$ cat config.mk
export PLATFORM = sky130hd
export DESIGN_NAME = tpu_job_sequencer
export DESIGN_NICKNAME = d
export VERILOG_FILES = /design/src/rtl/tpu_seq_pkg.sv /design/src/rtl/tpu_seq_wait_timer.sv /design/src/rtl/tpu_job_sequencer.sv
export SDC_FILE = /design/constraint.sdc
export NUM_CORES = 1
export LEC_CHECK = 0
export CAP_MARGIN = 20
export CORE_ASPECT_RATIO = 0.9
export CORE_MARGIN = 4
export CORE_UTILIZATION = 40
export CTS_BUF_LIST = sky130_fd_sc_hd__clkbuf_16
export DETAILED_ROUTE_END_ITERATION = 10
export GPL_TIMING_DRIVEN = 0
export MAX_ROUTING_LAYER = met4
export PLACE_DENSITY = 0.66
export SYNTH_ARGS = -nofsm -noshare
export SYNTH_HDL_FRONTEND = slang
export SYNTH_SLANG_ARGS = --single-unit
$ cat constraint.sdc
create_clock -name clk -period 2.3 [get_ports clk]
set_input_delay 0.46 -clock clk [delete_from_list [all_inputs] [get_ports clk]]
set_output_delay 0.46 -clock clk [all_outputs]
set_load 0.01 [all_outputs]
$ cat src/rtl/tpu_seq_pkg.sv
// Shared types and constants for the TPU job sequencer and the bus slave's control decode.
package tpu_seq_pkg;

   localparam int DEF_ADDR_WIDTH     = 8;
   localparam int DEF_TILE_CNT_WIDTH = 4;
   localparam int DEF_TILE_STRIDE    = 16;
   localparam int DEF_RESET_CYCLES   = 2;
   localparam int DEF_TIMEOUT        = 1024;

   // Control opcodes written by the host through the bus slave.
   localparam logic [3:0] OP_RESET      = 4'b1111;
   localparam logic [3:0] OP_FILL_FIFO  = 4'b0001;
   localparam logic [3:0] OP_DRAIN_FIFO = 4'b0010;
   localparam logic [3:0] OP_MULTIPLY   = 4'b0011;

   typedef enum logic [7:0] {
      S_IDLE  = 8'b0000_0001,
      S_RST   = 8'b0000_0010,
      S_FILL  = 8'b0000_0100,
      S_DRAIN = 8'b0000_1000,
      S_MULT  = 8'b0001_0000,
      S_NEXT  = 8'b0010_0000,
      S_ABORT = 8'b0100_0000,
      S_DONE  = 8'b1000_0000
   } seq_state_t;

endpackage

$ cat src/rtl/tpu_seq_wait_timer.sv
// Clear/enable up-counter shared by the sequencer's wait states and its reset dwell.
module tpu_seq_wait_timer #(
   parameter int TIMEOUT = 1024,
   parameter int CNT_W   = $clog2(TIMEOUT)
) (
   input  logic             clk,
   input  logic             reset,
   input  logic             clear,
   input  logic             enable,
   output logic [CNT_W-1:0] count,
   output logic             expired
);

   logic [CNT_W-1:0] count_q;

   // Holds at TIMEOUT-1 so a stalled wait cannot wrap back to zero.
   always_ff @(posedge clk) begin
      if (reset || clear) begin
         count_q <= '0;
      end else if (enable && !expired) begin
         count_q <= count_q + CNT_W'(1);
      end
   end

   assign count   = count_q;
   assign expired = (count_q == CNT_W'(TIMEOUT - 1));

endmodule

$ cat src/rtl/tpu_job_sequencer.sv
// Runs a multi-tile matrix job on the TPU core: per tile reset, fill, drain, multiply,
// waiting on the core's done flags, with timeout and abort handling.
module tpu_job_sequencer
   import tpu_seq_pkg::*;
#(
   parameter int ADDR_WIDTH     = DEF_ADDR_WIDTH,
   parameter int TILE_CNT_WIDTH = DEF_TILE_CNT_WIDTH,
   parameter int TILE_STRIDE    = DEF_TILE_STRIDE,
   parameter int RESET_CYCLES   = DEF_RESET_CYCLES,
   parameter int TIMEOUT        = DEF_TIMEOUT
) (
   input  logic                      clk,
   input  logic                      reset,
   input  logic                      job_valid,
   output logic                      job_ready,
   input  logic [ADDR_WIDTH-1:0]     job_weight_base,
   input  logic [ADDR_WIDTH-1:0]     job_input_base,
   input  logic [ADDR_WIDTH-1:0]     job_output_base,
   input  logic [TILE_CNT_WIDTH-1:0] job_tiles,
   input  logic                      abort,
   output logic                      tpu_reset,
   output logic                      tpu_fill_fifo,
   output logic                      tpu_drain_fifo,
   output logic                      tpu_multiply,
   output logic [ADDR_WIDTH-1:0]     tpu_weight_base,
   output logic [ADDR_WIDTH-1:0]     tpu_input_base,
   output logic [ADDR_WIDTH-1:0]     tpu_output_base,
   input  logic                      tpu_mem_to_fifo_done,
   input  logic                      tpu_fifo_to_arr_done,
   input  logic                      tpu_output_done,
   output logic                      busy,
   output logic                      job_done,
   output logic                      job_error,
   output logic [TILE_CNT_WIDTH-1:0] tile_idx
);

   localparam int CNT_W = $clog2(TIMEOUT);

   seq_state_t                state_q, state_d;
   logic [ADDR_WIDTH-1:0]     wbase_q, ibase_q, obase_q;
   logic [ADDR_WIDTH-1:0]     wout_q, iout_q, oout_q;
   logic [TILE_CNT_WIDTH-1:0] tiles_q, tile_idx_q, next_idx;
   logic [ADDR_WIDTH-1:0]     tile_off;
   logic                      err_q;
   logic [CNT_W-1:0]          tmr_count;
   logic                      tmr_expired, tmr_first;

   assign tile_off  = ADDR_WIDTH'(tile_idx_q) * ADDR_WIDTH'(TILE_STRIDE);
   assign next_idx  = tile_idx_q + TILE_CNT_WIDTH'(1);
   assign tmr_first = (tmr_count == '0);

   tpu_seq_wait_timer #(.TIMEOUT(TIMEOUT), .CNT_W(CNT_W)) u_timer (
      .clk     (clk),
      .reset   (reset),
      .clear   (state_d != state_q),
      .enable  (state_q != S_IDLE),
      .count   (tmr_count),
      .expired (tmr_expired)
   );

   always_ff @(posedge clk) begin
      if (reset) begin
         state_q    <= S_IDLE;
         wbase_q    <= '0;
         ibase_q    <= '0;
         obase_q    <= '0;
         tiles_q    <= '0;
         tile_idx_q <= '0;
         err_q      <= 1'b0;
         wout_q     <= '0;
         iout_q     <= '0;
         oout_q     <= '0;
      end else begin
         state_q <= state_d;
         if (state_q == S_IDLE && job_valid) begin
            wbase_q    <= job_weight_base;
            ibase_q    <= job_input_base;
            obase_q    <= job_output_base;
            tiles_q    <= job_tiles;
            tile_idx_q <= '0;
            err_q      <= (job_tiles == '0);
         end
         if (state_q == S_NEXT) tile_idx_q <= next_idx;
         if (state_d == S_ABORT) err_q <= 1'b1;
         // Bases are loaded on state entry so they are stable for the whole strobe.
         if (state_d == S_FILL && state_q != S_FILL) wout_q <= wbase_q + tile_off;
         if (state_d == S_MULT && state_q != S_MULT) begin
            iout_q <= ibase_q + tile_off;
            oout_q <= obase_q + tile_off;
         end
      end
   end

   // Done flags are ignored in the first cycle of a wait state; abort outranks them.
   always_comb begin
      state_d = state_q;
      case (state_q)
         S_IDLE:  if (job_valid) state_d = (job_tiles == '0) ? S_DONE : S_RST;
         S_RST: begin
            if (abort) state_d = S_ABORT;
            else if (tmr_count == CNT_W'(RESET_CYCLES - 1)) state_d = S_FILL;
         end
         S_FILL: begin
            if (abort) state_d = S_ABORT;
            else if (!tmr_first && tpu_mem_to_fifo_done) state_d = S_DRAIN;
            else if (tmr_expired) state_d = S_ABORT;
         end
         S_DRAIN: begin
            if (abort) state_d = S_ABORT;
            else if (!tmr_first && tpu_fifo_to_arr_done) state_d = S_MULT;
            else if (tmr_expired) state_d = S_ABORT;
         end
         S_MULT: begin
            if (abort) state_d = S_ABORT;
            else if (!tmr_first && tpu_output_done) state_d = S_NEXT;
            else if (tmr_expired) state_d = S_ABORT;
         end
         S_NEXT: begin
            if (abort) state_d = S_ABORT;
            else state_d = (next_idx == tiles_q) ? S_DONE : S_RST;
         end
         S_ABORT: state_d = S_DONE;
         S_DONE:  state_d = S_IDLE;
         default: state_d = S_IDLE;
      endcase
   end

   // job_valid/job_ready: a descriptor transfers on a clock edge where both are high;
   // job_ready is high exactly while IDLE, and the source holds fields stable while valid.
   assign job_ready       = (state_q == S_IDLE);
   assign busy            = (state_q != S_IDLE);
   assign job_done        = (state_q == S_DONE);
   assign job_error       = (state_q == S_DONE) && err_q;
   assign tile_idx        = tile_idx_q;
   assign tpu_reset       = (state_q == S_RST) || (state_q == S_ABORT);
   assign tpu_fill_fifo   = (state_q == S_FILL);
   assign tpu_drain_fifo  = (state_q == S_DRAIN);
   assign tpu_multiply    = (state_q == S_MULT);
   assign tpu_weight_base = wout_q;
   assign tpu_input_base  = iout_q;
   assign tpu_output_base = oout_q;

endmodule
## Word-level counts from Yosys, hierarchy flattened

Cells that the tools add are included.

- Muxes and demuxes: 18
- Equality and inequality tests: 18
- Reductions and logical operators: 16
- $add $sub $neg: 5

Operator list:

| operator | count |
|---|---|
| $mux W8 | 13 |
| $pmux W8 S7 | 1 |
| $add A8 B8 Y8 | 3 |
| $eq A8 B3 Y1 const B | 2 |
| $eq A8 B5 Y1 const B | 2 |
| $eq A8 B7 Y1 const B | 2 |
| $add A10 B1 Y10 const B | 1 |
| $eq A10 B1 Y1 const B | 1 |
| $eq A10 B10 Y1 const B | 1 |
| $logic_not A10 Y1 | 1 |
| $eq A8 B1 Y1 const B | 1 |
| $eq A8 B2 Y1 const B | 1 |
| $eq A8 B4 Y1 const B | 1 |
| $eq A8 B6 Y1 const B | 1 |
| $eq A8 B8 Y1 const B | 1 |
| $logic_and A1 B1 Y1 | 8 |
| $mux W4 | 2 |
| $ne A8 B1 Y1 const B | 1 |
| $ne A8 B3 Y1 const B | 1 |
| $ne A8 B5 Y1 const B | 1 |
| $ne A8 B8 Y1 | 1 |
| $add A4 B1 Y4 const B | 1 |
| $eq A4 B4 Y1 | 1 |
| $logic_not A4 Y1 | 1 |
| other kinds (4) | 8 |

- Input bits: 35
- Register bits after elaboration: 75
- Output and inout bits: 36

## Depth between registers and ports, before layout

Gate-level depths: netlist of the first run.

- Word-level depth: 8
- Depth in mapped cells: 9
- Gate-level depth less buffers: 8

## Modules after synthesis

From an unflattened synthesis of the first run, not the netlist that was laid out.

- Cells, all modules: 429
- Area, all modules: 3717.3 um^2

Modules (own cells, without submodules):

| module | cells an instance | instances | sequential area each (um^2) | area an instance (um^2) |
|---|---|---|---|---|
| tpu_job_sequencer | 361 | 1 | 1301.2 | 3124.2 |
| tpu_seq_wait_timer | 68 | 1 | 200.2 | 593.1 |

## Worst setup path before layout of the first run

Ideal clock, no wire load.

- Path type: reg2reg
- Start: reg state_q[4]
- End: reg iout_q[6], in the netlist tpu_input_base[6]
- Path slack: 0.063 ns
- Data required time: 2.226 ns
- Arrival time: 2.163 ns
- Setup time: 0.074 ns
- Cell stages (with the launch flop): 8
- Buffers on the path: 1
- Cell sequence: dfxtp_1 clkbuf_2 or4b_2 nor2_2 a22o_1 nor3_2 or4_1 o21ai_0

- Elaborated cells between the ends (all ways): 21
- Those cells by class: eq/ne: 9; mux: 11; reduce/logical: 1

RTL lines:

| item | line | RTL |
|---|---|---|
| start, declared | tpu_job_sequencer.sv:39 | `seq_state_t state_q, state_d;` |
| start signal, assigned | tpu_job_sequencer.sv:74 | `state_q <= state_d;` |
| $eq A8 B5 Y1 | n/a |  |
| net tpu_multiply | tpu_job_sequencer.sv:24 | `output logic tpu_multiply,` |
| $pmux W8 S7 | tpu_job_sequencer.sv:97 | `case (state_q)` |
| $eq A8 B5 Y1 | tpu_job_sequencer.sv:87 | `if (state_d == S_MULT && state_q != S_MULT) begin` |
| $logic_and A1 B1 Y1 | tpu_job_sequencer.sv:87 |  |
| end signal, assigned | tpu_job_sequencer.sv:88 | `iout_q <= ibase_q + tile_off;` |
| end, declared | tpu_job_sequencer.sv:41 | `logic [ADDR_WIDTH-1:0] wout_q, iout_q, oout_q;` |

The timed path passes the listed nets, and every way through them passes these cells.
A chain may end at the register's enable or synchronous reset.

## Worst setup path in the final report of the first run

- Start: reg state_q[1]
- End: reg oout_q[6], in the netlist tpu_output_base[6]

- Cells in the longest elaborated chain, start to end: 6
- Elaborated cells between the ends (all ways): 21
- Those cells by class: eq/ne: 9; mux: 11; reduce/logical: 1

RTL lines:

| item | line | RTL |
|---|---|---|
| $mux W8 | tpu_job_sequencer.sv:106, tpu_job_sequencer.sv:111, tpu_job_sequencer.sv:116 |  |
| $mux W8, on equally long branches | tpu_job_sequencer.sv:115, tpu_job_sequencer.sv:105, tpu_job_sequencer.sv:110 |  |
| $mux W8, on equally long branches | tpu_job_sequencer.sv:114, tpu_job_sequencer.sv:104, tpu_job_sequencer.sv:109 |  |
| $pmux W8 S7 | tpu_job_sequencer.sv:97 |  |
| $eq A8 B5 Y1 | tpu_job_sequencer.sv:87 |  |
| $logic_and A1 B1 Y1 (*) | tpu_job_sequencer.sv:87 |  |
| end signal, assigned | tpu_job_sequencer.sv:89 | `oout_q <= obase_q + tile_off;` |
| end, declared | tpu_job_sequencer.sv:41 |  |

Mark *: on every way between the ends. The rest lies on a longest branch, timed or not.

==> results of run 1 <==
## state kept, by name (all words and copies together) (netlist names)
name	cells
tpu_output_base	8
tpu_input_base	8
wbase_q	8
tile_idx	4
obase_q	8
ibase_q	8
state_q	8
tiles_q	4
u_timer.count	10
tpu_weight_base	8
err_q	1
## cells by family after synthesis
logic type	Yosys count
buffers and inverters	39
adder cells (fa/ha/maj)	16
multiplexers	17
AND/OR/NAND/NOR	206
AO/OA/AOI/OAI	78
flip-flops	75
XOR/XNOR	24
## critical path: stages, from the launching register on
cell      delay, ns
dfxtp_4        0.35
nor4_4         0.31
buf_4          0.16
nand4b_1       0.13
or3b_4         0.41
a211o_4        0.37
or4_4          0.44
o21ai_2        0.07
## final cells by class
| cell class | instances | area, um2 | area share, % |
|---|---|---|---|
| plain buffers | 24 | 123.9 | 2.348 |
| clock buffers | 9 | 225.2 | 4.269 |
| multi-input cells | 341 | 2316 | 43.90 |
| flip-flops and latches | 75 | 1513 | 28.68 |
| repair buffers | 87 | 819.5 | 15.54 |
| inverters | 13 | 51.30 | 0.9725 |
| clock inverters | 6 | 73.82 | 1.399 |
| well taps | 122 | 152.6 | 2.894 |
## metal layers
layer,vias up,GRT usage [%],routed length [um],share of wire (%)
met1,1684,24.03,4903,47
met4,0,6.080,157,1.5
met5,-,-,0,0
met2,103,30.04,4956,47
li1,1769,-,-,-
met3,14,3.721,443,4.2
## power by group through the flow
stage          sequential, mW  combinational [mW]  clock (mW)
3_3_place_gp             1.40               0.376           0
5_1_grt                  1.39               0.456        1.52
6_report                 1.38               0.412        1.43
2_1_floorplan            1.39               0.232           0
4_1_cts                  1.38               0.390        1.45
3_5_place_dp             1.40               0.379           0
## metrics by stage
step	setup WS [ns]	TNS [ns]	util (%)	hold WS [ns]
2_1_floorplan	0.06301	0	-	0.4360
3_3_place_gp	-0.3512	-10.17	50.66	0.4441
3_5_place_dp	-0.4428	-11.94	50.66	0.4486
4_1_cts	-0.1385	-1.249	55.88	0.4577
5_1_grt	-0.09515	-1.651	57.29	0.4744
6_report	-0.007809	-0.007809	57.29	0.4546
## layout by cell type, fill, tap and decap left out, drive strengths merged, types with 9 or more instances in the layout
cell type and n:
mux2i 16, xnor2 15, ha 13, clkdlybuf4s50 61, nor3 16, inv 16, clkbuf 28, o21ai 14
dfxtp 75, nand2 75, nand2b 26, a21oi 38, buf 25, nor2 28, nand3 10, xor2 9
## repair_timing
action	4_1_cts	5_1_grt
setup buffers	11	6
pin swaps	7	9
setup endpoints to repair	47	52
gates cloned	1	0
gates resized for setup	39	34
## worst paths after layout
path | slack, ns | start | cells past startpoint | endpoint
hold reg to reg | 0.45 | wbase_q[1]$_SDFFE_PP0P_ | 2 | wbase_q[1]$_SDFFE_PP0P_
setup reg to reg | -0.008 | state_q[1]$_SDFF_PP0_ | 7 | tpu_output_base[6]$_SDFFE_PP0P_
hold / removal | 0.45 | wbase_q[1]$_SDFFE_PP0P_ | 2 | wbase_q[1]$_SDFFE_PP0P_
setup / recovery | -0.008 | state_q[1]$_SDFF_PP0_ | 7 | tpu_output_base[6]$_SDFFE_PP0P_
==> flow_summary.json, run 1 <==
{
  "drc": 0,
  "clk_pin_slew_ns": 0.06,
  "htree_levels": 3,
  "fin_worst_skew_ns": 0.008965,
  "worstPathMaxFanout": 6,
  "fp.dieH_um": 100.7,
  "synth-simple-area-share_pct": 28.45,
  "nFillCells": 842,
  "place_hpwl_um": 7365,
  "synthesis.instances": 455,
  "dieArea_mm2": 0.01118,
  "synth-xor-area-share_pct": 5.501,
  "violations": "negative setup slack",
  "synth_common_cells": "dfxtp_1, nand2_1, a21oi_1",
  "synth_compound_area_share_pct": 12.18,
  "hold_class": "flip-flop to flip-flop",
  "grt.total_usage_pct": 18.73,
  "cp-start-kind": "flip-flop",
  "first_pass_iters": 5,
  "synth-edff-count": 0,
  "critPathCaptureType": "flip-flop",
  "rsz0062_at_grt": "yes",
  "placed_cell_area_mm2": 0.004664,
  "hold_violations": 0,
  "clockRootBuffer": "clkbuf_16",
  "relSlewSlack_pct": 55.41,
  "clk_path_buf_depth": 2,
  "status": "finished with violations",
  "final_cells": 677,
  "required_ns": 2.57,
  "cts_sinks": 75,
  "finalNetCount": 602,
  "detailroute.via_count": 3570,
  "cp_data_arrival_time_ns": 2.58,
  "synthFlopType": "dfxtp_1",
  "synthArstFlopShare_pct": 0,
  "antenna_found_initial": 0,
  "drt_iter0_drc": 153,
  "maxCapViolCount": 0,
  "tritoncts": "done",
  "cts_hold_buf": 0,
  "setup_viol": 1,
  "antenna_cells": 0,
  "row_count": 33,
  "clk_latency_ns": 0.33,
  "ios": 71,
  "avgSynthCellArea_um2": 8.398,
  "portBuffers": 69,
  "clock_power_share_pct": 44.3,
  "swShare_pct": 26.02,
  "synth_cell_type_count": 53,
  "peakVddDrop_mv": 0.3768,
  "max_freq_ghz": 0.4333,
  "muxShareOfSynthArea_pct": 4.486,
  "finalCritPeriodShare_pct": 100.3,
  "total_power_mw": 3.220,
  "grt_pass1_vias": 3383,
  "wl_per_cell_um": 15.45,
  "syn-num-nets": 506,
  "yosysSeqAreaShare_pct": 39.29,
  "switchingPower_mw": 0.8378,
  "core_area_mm2": 0.009208,
  "routed_wl_um": 10460,
  "dieWidth_um": 111.0,
  "dp_cells": 646,
  "setup_ws_ns": -0.007809,
  "intPower_mw": 2.382,
  "grt_pass1_wl_um": 16620,
  "worst_pin_slew_ns": 0.6652,
  "netlist.area_leader.share_pct": 39.29,
  "grt_max_degree": 15,
  "place.gp.congestion": 0.8587,
  "synth.area.top_cells": "dfxtp_1, nand2_1, a21oi_1, ha_1, nand2b_1",
  "ys_ff_latch": 75,
  "power.density_mw_per_mm2": 610.4,
  "design_area_mm2": 0.005275,
  "min_period_ns": 2.308,
  "synth_top_family_by_area": "simple AND/OR/NAND/NOR gates",
  "areaGrowthSynthToFinish_pct": 38.05,
  "synth_area_mm2": 0.003821,
  "cts_buffers": 9,
  "drv_slew": 0,
  "ant_nets": 0,
  "grt.overflow.total": 0,
  "leakage_nw": 1.986,
  "drive_above_1_share_pct": 14.23,
  "yosys.area.top_type": "dfxtp_1",
  "crit_type": "flip-flop to flip-flop",
  "yosysWarnings": 0,
  "power_frac_seq_pct": 42.9,
  "combPwrFrac_pct": 12.8,
  "viasPerCell": 5.273,
  "synthAdderAreaFrac_pct": 5.828,
  "start_util_pct": 41.50
}
Power figures use the tool's default switching activity.
==> run 2: changes to the inputs <==
--- a/config.mk
+++ b/config.mk
@@ -8,12 +8,10 @@
 export CAP_MARGIN = 20
 export CORE_ASPECT_RATIO = 0.9
 export CORE_MARGIN = 4
-export CORE_UTILIZATION = 40
-export CTS_BUF_LIST = sky130_fd_sc_hd__clkbuf_16
+export CORE_UTILIZATION = 30
 export DETAILED_ROUTE_END_ITERATION = 10
 export GPL_TIMING_DRIVEN = 0
 export MAX_ROUTING_LAYER = met4
-export PLACE_DENSITY = 0.66
 export SYNTH_ARGS = -nofsm -noshare
 export SYNTH_HDL_FRONTEND = slang
 export SYNTH_SLANG_ARGS = --single-unit
==> run 2 against run 1 <==
Effect of this change:
- the flow still finishes with violations (negative setup slack)
- final cell count rose by 6.8%
- clock power up 11%
- die area increased by 31%
- sequential share of layout area fell by 1.2 points
- sequential cell count did not move
- critical path depth increased by 1
- combinational power grew 4%
- worst setup slack lost 0.11 ns
- final area rose by 4.4%
- sequential power hardly changed
- critical path type unchanged
- highest routed layer unchanged
==> flow_summary.json, run 2 (synthesis gave the netlist of run 1 again) <==
{
  "antenna_found_initial": 0,
  "reg2reg_to": "tpu_input_base[7]$_SDFFE_PP0P_",
  "detailroute.via_count": 3682,
  "critPathCaptureType": "flip-flop",
  "final_common_cell": "nand2_1",
  "relSlewSlack_pct": 51.00,
  "cts_sinks": 75,
  "cpMaxStageDelayCell": "or3b_4",
  "worstRegToRegCells": 8,
  "worstPathMaxFanout": 7,
  "power.density_mw_per_mm2": 617.6,
  "r2r_slack_ns": -0.11,
  "met3_wirelength_um": 542,
  "viasPerCell": 5.093,
  "finalCritPeriodShare_pct": 104.9,
  "setup_viol": 16,
  "cts_buffers": 9,
  "top_layer": "met4",
  "grt.total_usage_pct": 15.74,
  "areaGrowthSynthToFinish_pct": 44.17,
  "drive_above_1_share_pct": 17.58,
  "nFillCells": 1190,
  "grt_pass1_wl_um": 17910,
  "routed_wl_um": 11360,
  "maxCapViolCount": 0,
  "min_path_cells": 2,
  "hold_class": "flip-flop to flip-flop",
  "drv_slew": 0,
  "place.gp.congestion": 0.8670,
  "largest_reg_flops": 10,
  "drt_iter0_drc": 225,
  "ant_nets": 0,
  "ios": 71,
  "status": "finished with violations",
  "total_power_mw": 3.402,
  "mostFrequentLayoutCells": "nand2_1, dfxtp_1, clkdlybuf4s50_1, a21oi_1, nand2b_1",
  "cp_slowest_stage_delay_ns": 0.43,
  "wl_per_cell_um": 15.72,
  "cp_data_arrival_time_ns": 2.69,
  "worst_pin_slew_ns": 0.7310,
  "setup_ws_ns": -0.1134,
  "cp-start-kind": "flip-flop",
  "critical_path.top_delay_family": "simple AND/OR/NAND/NOR gates",
  "clk_latency_ns": 0.34,
  "hp-start": "ibase_q[1]$_SDFFE_PP0P_",
  "hold_violations": 0,
  "dieArea_mm2": 0.01461,
  "fin_worst_skew_ns": 0.004836,
  "peakVddDrop_mv": 0.3891,
  "grt_max_degree": 15,
  "wl_met1_um": 5096,
  "min_period_ns": 2.413,
  "antenna_cells": 0,
  "rsz0062_at_grt": "yes",
  "finalNetCount": 609,
  "first_pass_iters": 4,
  "dieWidth_um": 127.0,
  "routed-wl-met2_um": 5347,
  "fp.dieH_um": 115.1,
  "row_count": 38,
  "cp_cell_sequence": "buf_6 -> nor4_4 -> buf_4 -> nand4b_1 -> or3b_4 -> a211o_4 -> or4_4 -> o21ai_1",
  "required_ns": 2.58,
  "leakage_nw": 2.044,
  "clk_path_buf_depth": 2,
  "clk_pin_slew_ns": 0.06,
  "violations": "negative setup slack",
  "rr_startpoint": "state_q[6]$_SDFF_PP0_",
  "start_util_pct": 31.15,
  "drc": 0,
  "place_hpwl_um": 7788,
  "holdWs_ns": 0.4573,
  "tritoncts": "done",
  "crit_buf_inv": 2,
  "crit_type": "flip-flop to flip-flop",
  "core_area_mm2": 0.01227,
  "clockRootBuffer": "clkbuf_16",
  "grt_pass1_vias": 3725,
  "htree_levels": 3,
  "grt.overflow.total": 0,
  "hold-path-endpoint": "ibase_q[1]$_SDFFE_PP0P_",
  "portBuffers": 69,
  "max_freq_ghz": 0.4144
}
==> run 2: cell types whose count changed in the layout (fill, tap and decap cells not counted), moves of 2 or more <==
cell           delta
nor3_1            -2
buf_6             +5
nor2_1            -2
nor2_2            +2
o21ai_2           -2
or4_4             -2
o21ai_1           +3
dlygate4sd2_1     -3
buf_4             +3
nor3_2            +2
or4_1             +2
==> run 2: tightest hold or removal path, delay by kind of cell, from the launching register on <==
family / cells / cell delay, ns
flip-flops: 1 / 0.31
AND/OR/NAND/NOR: 1 / 0.05
AO/OA/AOI/OAI: 1 / 0.05
==> run 2: per-layer routing <==
metal	GRT usage, %	vias to the layer above
li1	-	1792
met1	18.84	1727
met2	24.79	131
met3	4.366	32
met4	7.148	0
met5	-	-
==> run 2: cell type report <==
| type | instances | area (um2) | share of cell area (%) |
|---|---|---|---|
| well taps | 160 | 200.2 | 3.634 |
| flip-flops and latches | 75 | 1514 | 27.48 |
| plain buffers | 23 | 130.1 | 2.362 |
| multi-input cells | 341 | 2371 | 43.04 |
| repair buffers | 95 | 909.6 | 16.51 |
| inverters | 13 | 51.30 | 0.9312 |
| clock inverters | 6 | 93.84 | 1.703 |
| clock buffers | 10 | 239.0 | 4.338 |
==> run 2: what timing repair did <==
| item | in CTS | in global routing |
|---|---|---|
| setup endpoints to repair | 51 | 61 |
| endpoints found under the hold margin | 0 | 0 |
| hold buffers | 0 | 0 |
| resized for setup | 60 | 40 |
| cloned | 1 | 2 |
| pin swaps | 11 | 11 |
| setup buffers | 19 | 6 |
==> run 2: metrics by stage <==
stage | util, % | setup WS, ns | area [um2] | setup TNS [ns] | cells
2_1_floorplan | - | 0.06301 | 3821 | 0 | 455
3_3_place_gp | 38.41 | -0.3404 | 4712 | -9.694 | 684
3_5_place_dp | 38.41 | -0.3983 | 4712 | -10.70 | 684
4_1_cts | 43.21 | -0.05814 | 5300 | -0.5188 | 717
5_1_grt | 44.91 | -0.1803 | 5509 | -2.618 | 723
6_report | 44.91 | -0.1134 | 5509 | -1.227 | 723
==> run 2: report_power, final <==
| group | internal, mW | switching [mW] | leakage [nW] |
|---|---|---|---|
| combinational | 0.192 | 0.237 | 1.27 |
| sequential | 1.34 | 0.0389 | 0.611 |
| clock | 0.991 | 0.598 | 0.160 |
==> run 2: worst max path at each step <==
stage,startpoint,endpoint,slack (ns),cells after the start
final,state_q[6]$_SDFF_PP0_,tpu_input_base[7]$_SDFFE_PP0P_,-0.11,8
after global placement,tpu_output_done,u_timer.count[9]$_SDFFE_PP0P_,-0.34,6
after floorplan,state_q[4]$_SDFF_PP0_,tpu_input_base[6]$_SDFFE_PP0P_,0.06,7
after detailed placement,tpu_output_done,u_timer.count[5]$_SDFFE_PP0P_,-0.40,6
after global routing,state_q[6]$_SDFF_PP0_,tpu_output_base[1]$_SDFFE_PP0P_,-0.18,9
after CTS,state_q[6]$_SDFF_PP0_,tpu_input_base[2]$_SDFFE_PP0P_,-0.06,9
==> run 3: changes to the inputs <==
--- a/config.mk
+++ b/config.mk
@@ -12,6 +12,7 @@
 export DETAILED_ROUTE_END_ITERATION = 10
 export GPL_TIMING_DRIVEN = 0
 export MAX_ROUTING_LAYER = met4
+export SKIP_LAST_GASP = 1
 export SYNTH_ARGS = -nofsm -noshare
 export SYNTH_HDL_FRONTEND = slang
 export SYNTH_SLANG_ARGS = --single-unit
==> run 3 against run 2 <==
Effect of this change:
- the run still ends with negative setup slack left
- sequential power barely moved
- count of clock-buffer cells in the layout did not move
- worst hold slack barely moved
- register-to-register slack improved by 0.03 ns
- non-clock buffer count fell by 1
- total power barely moved
- via count rose by 0.62%
- first-iteration DRC count fell by 0.44%
- critical path depth did not move
- global-route usage barely moved
- sequential cell count did not move
- largest cell class unchanged
- largest power group unchanged
==> flow_summary.json, run 3 (synthesis gave the netlist of run 1 again) <==
{
  "swShare_pct": 25.52,
  "power.density_mw_per_mm2": 628.6,
  "ant_nets": 0,
  "violations": "negative setup slack",
  "power_frac_seq_pct": 40.6,
  "rsz0062_at_grt": "yes",
  "antenna_found_initial": 0,
  "place.gp.congestion": 0.8670,
  "clockRootBuffer": "clkbuf_16",
  "worstPathMaxFanout": 7,
  "viasPerCell": 5.132,
  "total_power_mw": 3.399,
  "setup_viol": 26,
  "finalCritPeriodShare_pct": 103.5,
  "relSlewSlack_pct": 57.87,
  "cts_buffers": 9,
  "leakage_nw": 2.032,
  "max_freq_ghz": 0.4200,
  "switchingPower_mw": 0.8676,
  "finalNetCount": 608,
  "maxCapViolCount": 0,
  "setup_tns_ns": -1.327,
  "grt_pass1_vias": 3717,
  "grt.overflow.total": 0,
  "core_area_mm2": 0.01227,
  "r2r_slack_ns": -0.08,
  "rr_startpoint": "state_q[6]$_SDFF_PP0_",
  "routed_wl_um": 11130,
  "place_hpwl_um": 7788,
  "intPower_mw": 2.532,
  "dieArea_mm2": 0.01461,
  "fin_worst_skew_ns": 0.004726,
  "cp-startpoint": "state_q[6]$_SDFF_PP0_",
  "start_util_pct": 31.15,
  "hold_violations": 0,
  "drive_above_1_share_pct": 15.48,
  "clk_path_buf_depth": 2,
  "cp_data_arrival_time_ns": 2.66,
  "htree_levels": 3,
  "peakVddDrop_mv": 0.3884,
  "drt_iter0_drc": 224,
  "final_common_cell": "nand2_1",
  "clk_latency_ns": 0.34,
  "clk_pin_slew_ns": 0.06,
  "largest_reg_flops": 10,
  "drv_slew": 0,
  "crit_type": "flip-flop to flip-flop",
  "status": "finished with violations",
  "worst_pin_slew_ns": 0.6285,
  "cts_sinks": 75,
  "ios": 71,
  "dieWidth_um": 127.0,
  "cp-start-kind": "flip-flop",
  "first_pass_iters": 5,
  "reg2reg_to": "tpu_input_base[7]$_SDFFE_PP0P_",
  "mostFrequentLayoutCells": "nand2_1, dfxtp_1, clkdlybuf4s50_1, a21oi_1, nand2b_1",
  "setup_ws_ns": -0.08090,
  "required_ns": 2.58,
  "grt_pass1_wl_um": 17960,
  "clock_power_share_pct": 46.7,
  "tritoncts": "done",
  "fp.dieH_um": 115.1,
  "combPwrFrac_pct": 12.7,
  "areaGrowthSynthToFinish_pct": 41.52,
  "antenna_cells": 0,
  "row_count": 38,
  "hold_class": "flip-flop to flip-flop",
  "grt.total_usage_pct": 15.78,
  "min_period_ns": 2.381,
  "detailroute.via_count": 3705,
  "portBuffers": 69,
  "wl_per_cell_um": 15.42,
  "drc": 0,
  "grt_max_degree": 15,
  "worstRegToRegCells": 8,
  "critPathCaptureType": "flip-flop",
  "endpoint": "tpu_input_base[7]$_SDFFE_PP0P_",
  "cts_hold_buf": 0
}
[run 3: worst max-delay path, cell delays in order, from the launching register on]
cell and delay (ns):
dfxtp_1 0.31, buf_6 0.13, nor4_4 0.28, buf_4 0.18, nand4b_1 0.13, or3b_4 0.42, a211o_4 0.37, or4_4 0.42
o21ai_1 0.08
[run 3: worst min path at each step]
stage	startpoint	end	cells past startpoint
floorplan	wbase_q[0]$_SDFFE_PP0P_	wbase_q[0]$_SDFFE_PP0P_	2
global placement	wbase_q[4]$_SDFFE_PP0P_	wbase_q[4]$_SDFFE_PP0P_	2
detailed placement	obase_q[3]$_SDFFE_PP0P_	obase_q[3]$_SDFFE_PP0P_	2
CTS	obase_q[3]$_SDFFE_PP0P_	obase_q[3]$_SDFFE_PP0P_	2
global route	ibase_q[4]$_SDFFE_PP0P_	ibase_q[4]$_SDFFE_PP0P_	2
finish	ibase_q[1]$_SDFFE_PP0P_	ibase_q[1]$_SDFFE_PP0P_	2
[run 3: metrics by stage]
step | utilization, % | area (um2) | setup WS (ns) | hold WS (ns) | instances
finish | 44.08 | 5408 | -0.08090 | 0.4573 | 722
global route | 44.08 | 5408 | -0.1672 | 0.4813 | 722
CTS | 43.15 | 5293 | -0.1628 | 0.4589 | 717
detailed placement | 38.41 | 4712 | -0.3983 | 0.4503 | 684
global placement | 38.41 | 4712 | -0.3404 | 0.4470 | 684
floorplan | - | 3821 | 0.06301 | 0.4360 | 455
[run 3: layout make-up]
class / count / area, um2
fillers: 1204 / 6859
multi-input cells: 341 / 2302
flip-flops and latches: 75 / 1521
repair buffers: 95 / 887.1
clock buffers: 10 / 239.0
well taps: 160 / 200.2
plain buffers: 22 / 115.1
clock inverters: 6 / 93.84
inverters: 13 / 48.80
[run 3: metal layers]
| layer | track usage [%] | up-vias | wire [um] | part of all wire [%] |
|---|---|---|---|---|
| met2 | 24.68 | 146 | 5265 | 47 |
| li1 | - | 1792 | - | - |
| met4 | 7.291 | 0 | 376 | 3.4 |
| met5 | - | - | 0 | 0 |
| met1 | 19.01 | 1735 | 4895 | 44 |
| met3 | 4.273 | 32 | 595 | 5.3 |
[run 3: repair_timing]
action / CTS / global route
cloned: 1 / 1
buffers inserted: 19 / 5
resized for setup: 51 / 32
pin swaps: 11 / 8
setup endpoints to repair: 51 / 63
[run 3: power by group through the flow]
| stage | clock network, mW | registers (mW) | logic, mW |
|---|---|---|---|
| 6_report | 1.59 | 1.38 | 0.431 |
| 5_1_grt | 1.68 | 1.39 | 0.471 |
| 4_1_cts | 1.63 | 1.38 | 0.402 |
| 3_5_place_dp | 0 | 1.40 | 0.383 |
| 3_3_place_gp | 0 | 1.40 | 0.376 |
| 2_1_floorplan | 0 | 1.39 | 0.232 |
